===== config.mk =====
export PLATFORM = sky130hd
export DESIGN_NAME = layer_sequencer
export DESIGN_NICKNAME = d
export VERILOG_FILES = /design/src/rtl/ann_pkg.sv /design/src/rtl/layer_sequencer_capture.sv /design/src/rtl/layer_sequencer.sv
export SDC_FILE = /design/constraint.sdc
export NUM_CORES = 1
export LEC_CHECK = 0
export BUFFER_PORTS_ARGS = -buffer_cell sky130_fd_sc_hd__buf_2
export CAP_MARGIN = 20
export CORE_MARGIN = 2
export CORE_UTILIZATION = 42
export CTS_CLUSTER_SIZE = 8
export DETAILED_ROUTE_END_ITERATION = 16
export PLACE_DENSITY = 0.74
export REMOVE_ABC_BUFFERS = 1
export SETUP_SLACK_MARGIN = 0.1
export SYNTH_ARGS = -nofsm -noshare
export SYNTH_HDL_FRONTEND = slang
export SYNTH_HIERARCHICAL = 1
export SYNTH_SLANG_ARGS = --single-unit

===== constraint.sdc =====
create_clock -name clk_i -period 1.7 [get_ports clk_i]
set_clock_uncertainty 0.2 [all_clocks]
set_input_delay 0.34 -clock clk_i [delete_from_list [all_inputs] [get_ports clk_i]]
set_output_delay 0.34 -clock clk_i [all_outputs]
set_load 0.02 [all_outputs]

===== src/rtl/ann_pkg.sv =====
// Shared ANN datapath constants and types used by the layer sequencer.
package ann_pkg;

  localparam int unsigned neuron_size       = 2;
  localparam int unsigned word_size         = 16;
  localparam int unsigned NumNeuronsDefault = 4;

  typedef logic [neuron_size-1:0][word_size-1:0] vec_t;

  typedef enum logic [1:0] {
    StIdle,
    StRun,
    StDrain,
    StDone
  } seq_state_t;

endpackage


===== src/rtl/layer_sequencer_capture.sv =====
// Operand/capture delay pipeline, capture counter and output register file.
// Optional ReLU on captured results is enabled with the ANN_RELU_EN macro.
module layer_sequencer_capture
  import ann_pkg::*;
#(
  parameter int unsigned NUM_NEURONS = NumNeuronsDefault,
  parameter int unsigned AW          = (NUM_NEURONS > 1) ? $clog2(NUM_NEURONS) : 1
) (
  input  logic                                   clk_i,
  input  logic                                   rst_n_i,
  input  logic                                   clr,
  input  logic                                   start,
  input  logic                                   rd,
  input  logic [word_size-1:0]                   result,
  output logic                                   en,
  output logic                                   last,
  output logic [NUM_NEURONS-1:0][word_size-1:0]  y
);

  localparam logic [AW-1:0] LastIdx = AW'(NUM_NEURONS - 1);

  logic                                  en_q;
  logic                                  cap_q;
  logic [AW-1:0]                         cap_cnt_q;
  logic [word_size-1:0]                  cap_val;
  logic [NUM_NEURONS-1:0][word_size-1:0] y_q;

  always_ff @(posedge clk_i or negedge rst_n_i) begin
    if (!rst_n_i) begin
      en_q  <= 1'b0;
      cap_q <= 1'b0;
    end else if (clr) begin
      en_q  <= 1'b0;
      cap_q <= 1'b0;
    end else begin
      en_q  <= rd;
      cap_q <= en_q;
    end
  end

  // Saturates on the last row so the index never leaves the register file.
  always_ff @(posedge clk_i or negedge rst_n_i) begin
    if (!rst_n_i) begin
      cap_cnt_q <= '0;
    end else if (start) begin
      cap_cnt_q <= '0;
    end else if (cap_q && !clr && (cap_cnt_q != LastIdx)) begin
      cap_cnt_q <= cap_cnt_q + 1'b1;
    end
  end

`ifdef ANN_RELU_EN
  assign cap_val = result[word_size-1] ? '0 : result;
`else
  assign cap_val = result;
`endif

  always_ff @(posedge clk_i or negedge rst_n_i) begin
    if (!rst_n_i) begin
      y_q <= '0;
    end else if (cap_q && !clr) begin
      y_q[cap_cnt_q] <= cap_val;
    end
  end

  assign en   = en_q;
  assign last = cap_q && (cap_cnt_q == LastIdx);
  assign y    = y_q;

endmodule


===== src/rtl/layer_sequencer.sv =====
// Time-multiplexes one neuron datapath across all outputs of a fully connected layer.
// Define ANN_RELU_EN to clamp negative neuron results to zero on capture.
module layer_sequencer
  import ann_pkg::*;
#(
  parameter int unsigned NUM_NEURONS = NumNeuronsDefault,
  parameter int unsigned AW          = (NUM_NEURONS > 1) ? $clog2(NUM_NEURONS) : 1
) (
  input  logic                                   clk_i,
  input  logic                                   rst_n_i,
  input  logic                                   clr_i,
  input  logic                                   in_valid_i,
  output logic                                   in_ready_o,
  input  vec_t                                   x_i,
  output logic                                   wmem_rd_o,
  output logic [AW-1:0]                          wmem_addr_o,
  input  vec_t                                   wmem_data_i,
  output logic                                   neu_en_o,
  output vec_t                                   neu_x_o,
  output vec_t                                   neu_w_o,
  input  logic [word_size-1:0]                   neu_result_i,
  output logic                                   out_valid_o,
  input  logic                                   out_ready_i,
  output logic [NUM_NEURONS-1:0][word_size-1:0]  y_o,
  output logic                                   busy_o
);

  localparam logic [AW-1:0] LastIdx = AW'(NUM_NEURONS - 1);

  seq_state_t    state_q, state_d;
  logic [AW-1:0] issue_cnt_q;
  vec_t          neu_x_q;
  logic          accept;
  logic          cap_last;

  assign accept = (state_q == StIdle) && in_valid_i && !clr_i;

  always_ff @(posedge clk_i or negedge rst_n_i) begin
    if (!rst_n_i) begin
      state_q <= StIdle;
    end else begin
      state_q <= state_d;
    end
  end

  always_comb begin
    state_d = state_q;
    if (clr_i) begin
      state_d = StIdle;
    end else begin
      unique case (state_q)
        StIdle:  if (in_valid_i) state_d = StRun;
        StRun:   if (issue_cnt_q == LastIdx) state_d = StDrain;
        StDrain: if (cap_last) state_d = StDone;
        StDone:  if (out_ready_i) state_d = StIdle;
        default: state_d = StIdle;
      endcase
    end
  end

  always_comb begin
    in_ready_o  = (state_q == StIdle);
    busy_o      = (state_q != StIdle);
    wmem_rd_o   = (state_q == StRun);
    wmem_addr_o = wmem_rd_o ? issue_cnt_q : '0;
    out_valid_o = (state_q == StDone);
  end

  always_ff @(posedge clk_i or negedge rst_n_i) begin
    if (!rst_n_i) begin
      issue_cnt_q <= '0;
    end else if (accept) begin
      issue_cnt_q <= '0;
    end else if ((state_q == StRun) && (issue_cnt_q != LastIdx)) begin
      issue_cnt_q <= issue_cnt_q + 1'b1;
    end
  end

  always_ff @(posedge clk_i or negedge rst_n_i) begin
    if (!rst_n_i) begin
      neu_x_q <= '0;
    end else if (accept) begin
      neu_x_q <= x_i;
    end
  end

  assign neu_x_o = neu_x_q;
  assign neu_w_o = wmem_data_i;

  layer_sequencer_capture #(
    .NUM_NEURONS (NUM_NEURONS),
    .AW          (AW)
  ) u_capture (
    .clk_i   (clk_i),
    .rst_n_i (rst_n_i),
    .clr     (clr_i),
    .start   (accept),
    .rd      (wmem_rd_o),
    .result  (neu_result_i),
    .en      (neu_en_o),
    .last    (cap_last),
    .y       (y_o)
  );

endmodule


==> results.tsv, run 1 <==
metric	value	unit
outcome	finished, violations left	
violations	setup timing	
arrival	1.43	ns
grt_max_degree	36	
max_slew_margin	0.741	
dpl-instance-area	5630	sq um
core_area	10900	sq um
r2r_start	state_q[0]	
drv_slew	0	
setup_slack	-0.273	ns
area_growth	36.2	%
syn_area	4740	sq um
drt_wl_total	12.1	mm
cts-htree-levels	3	
grt_pass1_wl	17.8	mm
antenna_cells	0	
yosys_warnings	6	
synth_flop_cell	dfrtp_1	
grtUsageTotal	0.200	
power.density	1570	nW/um^2
ant_nets	0	
fin_crit	1.97	ns
final_common_cell	buf_2	
fin_util	0.591	
setup.worst_path.end_class	output port	
p_leak	3.63	nW
start_kind	flop	
portBuffers	155	
die_w	110	microns
wl_per_cell	20.0	microns
worstMarginPinSlew	0.389	ns
final_cell_area	6460	sq um
max_cap_violations	0	
synth-async-reset-ratio	1.00	
insertion_delay	0.35	ns
clock_path_buffers	2	
clk_pin_slew	0.07	ns
cts_buffers	9	
required	1.16	ns
ys_seq_area_frac	0.549	
num_rows	38	
synth_cells	287	
dp.cells	567	
mostFrequentLayoutCells	buf_2 (150), dfrtp_1 (103), mux2_4 (90), buf_4 (18), buf_6 (14)	
clock_sinks	104	
final_cells	603	
finalSetupViolations	77	
root_buffer	clkbuf_16	
min_period_over_period	1.16	
hold_violations	0	
synth_edf_count	0	
gp_routability_congestion	0.700	
antenna_found_initial	0	
vias_per_cell	4.83	
dp_hpwl	8.04	mm
synth.avg_cell_area	16.5	sq um
ir_worst_vdd	1.21	mV
startpoint	state_q[0]	
num-fill-cells	857	
nNetsFinal	552	
initial_core_util	0.434	
drive_above_1_share	0.719	
die_area	12200	sq um
synthDistinctLibCells	22	
hold_start	x_i[17]	
grt_pass1_vias	3180	
ys_seq_elements	104	
vias	2911	
io_pins	220	
crit_fanout	4	
rsz0062_at_grt	yes	
crit_type	reg -> out	
grt_overflow_total	0	
drc	0	
fmax	507	MHz
hold_class	in -> reg	
firstDrtPassIters	6	
drtIter0Drc	224	
place_ws	-0.144	ns
cts_tree	built	
die_y	110	microns
[critical path, stage by stage (launching register included)]
cell	delay (ns)
dfrtp_1	0.41
buf_6	0.14
ha_4	0.15
buf_6	0.11
and2_4	0.14
buf_6	0.12
[through the flow]
stage | TNS [ns] | power [mW] | hold WS, ns
after global placement | -1.33 | 7.51 | 0.0765
after CTS | -7.78 | 10.2 | 0.000898
final | -8.36 | 10.2 | 0.0137
after floorplan | -23.88 | 6.23 | -0.156
after global routing | -12.39 | 10.7 | 0.00415
after detailed placement | -3.51 | 7.65 | 0.0930
[cell type report]
class                           instances  area (sq um)  area share
Sequential cell                       104          2600       0.403
Tap cell                              140           175      0.0271
Clock inverter                          6          50.0     0.00775
Clock buffer                           10           229      0.0354
Timing Repair Buffer                  200          1430       0.222
Multi-Input combinational cell        138          1940       0.301
Inverter                                5          23.8     0.00368
[cell usage after synthesis, drive strengths merged, types with 3 or more instances]
cell type  instances  area, sq um
inv                5         18.8
dfrtp            104         2600
buf               40          368
nand2b             4         25.0
mux2i              3         30.0
ha                 9          113
nor2b              6         45.0
nor2               6         30.0
nand3b             4         80.1
and2               3         18.8
mux2              98         1360
[where the power goes]
group	total, mW	switching [mW]	internal (mW)
Sequential	3.76	0.485	3.27
Clock	1.96	0.952	1.01
Combinational	4.44	2.14	2.30
[path summary, 6_finish.rpt]
check | to | slack, ns | depth (start not counted)
max | wmem_addr_o[0] | -0.27 | 5
min | neu_x_o[17] | 0.01 | 2
max reg2reg | neu_x_o[19] | -0.22 | 6
min reg2reg | u_capture/y[35] | 0.31 | 1
max in group asynchronous | u_capture/y[31] | 0.51 | 3
min in group asynchronous | u_capture/y[6] | 0.26 | 2
[kinds of logic after synthesis]
| logic type | after synthesis | synth area share |
|---|---|---|
| buffers and inverters | 45 | 0.0815 |
| and+or+nand+nor | 27 | 0.0520 |
| muxes | 101 | 0.292 |
| DFF | 104 | 0.549 |
| xor gates and xnor gates | 1 | 0.00185 |
| adders and majority gates | 9 | 0.0237 |
[per-layer routing]
layer	global-route usage	part of all wire	vias to the layer above
li1	-	-	1289
met1	0.235	0.41	1448
met2	0.308	0.45	167
met3	0.124	0.13	7
met4	0.0509	0.010	0
met5	0.0223	0	-
[state kept, by name, indices dropped and copies added, names as in the netlist]
signal,count
u_capture/cap_cnt_q,2
u_capture/y,64
u_capture/en,1
u_capture/cap_q,1
issue_cnt_q,2
neu_x_o,32
state_q,2
[repair_timing]
action	CTS	global route
pin swaps	7	4
hold buffers	2	0
hold endpoints to repair	23	0
endpoints found under the setup margin	96	108
gates resized for setup	60	12
buffers inserted	10	3
gates cloned	6	0
No activity file was read; power rests on OpenSTA's default activity.
==> inputs of run 2 (changes only) <==
- RECOVER_POWER: default -> 100
==> run 2 against run 1 <==
The run still ends with setup timing left. Design area decreased by 2.2%. Clock power barely moved. Combinational power decreased by 5.0%. Total power decreased by 1.9%. Sequential power about the same. Via count grew 0.69%. Critical path depth unchanged. Die area did not move. Hold slack better by 0.0020 ns. Cell count stayed put. Highest routed layer unchanged.
==> results.tsv, run 2 (synthesis gave the netlist of run 1 again) <==
metric	value	unit	change
dpl-instance-area	5630	sq um	unchanged
cts_buffers	9		unchanged
highest_layer	met4		
p_leak	3.27	nW	-9.9%
timing.rr.end	neu_x_o[19]		
drc	0		unchanged
hold_end	neu_x_o[17]		
drt_wl_total	12.1	mm	+0.23%
num-fill-cells	896		+4.6%
hold_class	in -> reg		
drt-met1-wl	4.92	mm	-1.3%
finalSetupViolations	78		+1.3%
root_buffer	clkbuf_16		
fin_total_pwr	9.96	mW	-1.9%
critPathTopFamily	flip-flops		
violations	setup timing		
r2r_cells	6		unchanged
fin_crit	1.97	ns	-0.00323 ns
insertion_delay	0.35	ns	about the same
drive_above_1_share	0.512		-0.207
grt_overflow_total	0		unchanged
required	1.16	ns	about the same
largest_reg_flops	64		unchanged
portBuffers	155		unchanged
cts-htree-levels	3		unchanged
die_y	110	microns	unchanged
nNetsFinal	552		unchanged
antenna_found_initial	0		unchanged
fmax	508	MHz	+0.16%
mostFrequentLayoutCells	dfrtp_1 (103), clkbuf_1 (97), mux2_4 (90), buf_2 (53), buf_6 (16)		
ant_nets	0		unchanged
drv_slew	0		unchanged
seq_area	2600	sq um	unchanged
grtUsageTotal	0.200		unchanged
clock_path_buffers	2		unchanged
crit_path_top_delay_cell	dfrtp_1		
ir_worst_vdd	1.16	mV	-4.0%
firstDrtPassIters	4		-2
cts_tree	built		
worstMarginPinSlew	0.700	ns	+0.311 ns
final_cell_area	6310	sq um	-2.2%
power.density	1580	nW/um^2	+0.33%
num_rows	38		unchanged
clk_pin_slew	0.07	ns	about the same
setup_slack	-0.270	ns	+0.00323 ns
grt_pass1_vias	3180		unchanged
area_growth	33.2	%	
fin_util	0.577		-0.0133
rsz0062_at_grt	yes		
r2r_setup_slack	-0.22	ns	about the same
max_slew_margin	0.534		-0.207
r2r_start	state_q[0]		
die_area	12200	sq um	unchanged
fin_hold_ws	0.0157	ns	+0.00197 ns
core_area	10900	sq um	unchanged
min_path_cells	2		unchanged
hold_start	x_i[17]		
min_period_over_period	1.16		-0.00190
dp_hpwl	8.04	mm	unchanged
grt_max_degree	36		unchanged
start_kind	flop		
wl_met3	1.63	mm	+6.9%
vias_per_cell	4.86		+0.69%
dp.cells	567		unchanged
gp_routability_congestion	0.700		unchanged
initial_core_util	0.434		unchanged
grt_pass1_wl	17.8	mm	unchanged
multi_input_area	1940	sq um	unchanged
final_cells	603		unchanged
hold_violations	0		unchanged
crit_fanout	4		unchanged
clock_sinks	104		unchanged
wl_per_cell	20.1	microns	+0.23%
arrival	1.43	ns	about the same
cpPeakStageDelay	0.41	ns	about the same
wl_met2	5.43	mm	-0.15%
outcome	finished, violations left		
place_ws	-0.144	ns	unchanged
crit_type	reg -> out		
die_w	110	microns	unchanged
final_common_cell	dfrtp_1		
setup.worst_path.end_class	output port		
io_pins	220		unchanged
finalSetupTns	-8.34	ns	+0.0246 ns
max_cap_violations	0		unchanged
crit_buf_inv	3		unchanged
drtIter0Drc	226		+0.89%
vias	2931		+0.69%
cpMostUsedCell	buf_6		
path_cells	buf_6 > ha_4 > buf_6 > and2_4 > buf_6		
antenna_cells	0		unchanged
run 2: how the worst max path moves through the flow:
stage                           from        endpoint  slack, ns  depth (start not counted)
final                     state_q[0]  wmem_addr_o[0]      -0.27                          5
after global routing      state_q[0]  wmem_addr_o[0]      -0.30                          5
after CTS                 state_q[0]  wmem_addr_o[0]      -0.26                          5
after detailed placement  state_q[0]      state_q[0]      -0.14                          5
after global placement    state_q[0]      state_q[0]      -0.07                          5
after floorplan           state_q[0]     neu_x_o[20]      -0.73                          5
run 2: power breakdown:
| part | leakage (nW) | internal (mW) | total [mW] | switching (mW) |
|---|---|---|---|---|
| Combinational | 1.80 | 2.08 | 4.22 | 2.14 |
| Clock | 0.130 | 1.01 | 1.96 | 0.947 |
| Sequential | 1.35 | 3.27 | 3.78 | 0.507 |
| Total | 3.27 | 6.37 | 9.96 | 3.59 |
run 2: final cells by class:
cell class	count	area share
multi-input cells	138	0.308
inverters	5	0.00376
repair buffers	200	0.204
well taps	140	0.0277
clock inverters	6	0.00793
flip-flops and latches	104	0.412
clock buffers	10	0.0363
run 2: what timing repair did:
item,CTS,global route
gates cloned,6,0
buffers inserted,10,3
setup endpoints to repair,96,108
hold buffers,2,0
resized for setup,60,12
endpoints found under the hold margin,23,0
pin swaps,7,4
run 2: per-layer routing:
metal  vias up  GRT usage
met2       175      0.308
met4         0     0.0509
met1      1455      0.235
met3         7      0.124
li1       1294          -
met5         -     0.0223
run 2: worst register-to-register path, delay by kind of cell (launching register included):
kind                     cells  cell delay (ns)
flip-flops                   1             0.41
multiplexers                 1             0.30
buffers and inverters        2             0.48
AND/OR/NAND/NOR              2             0.25
adder cells (fa/ha/maj)      1             0.17
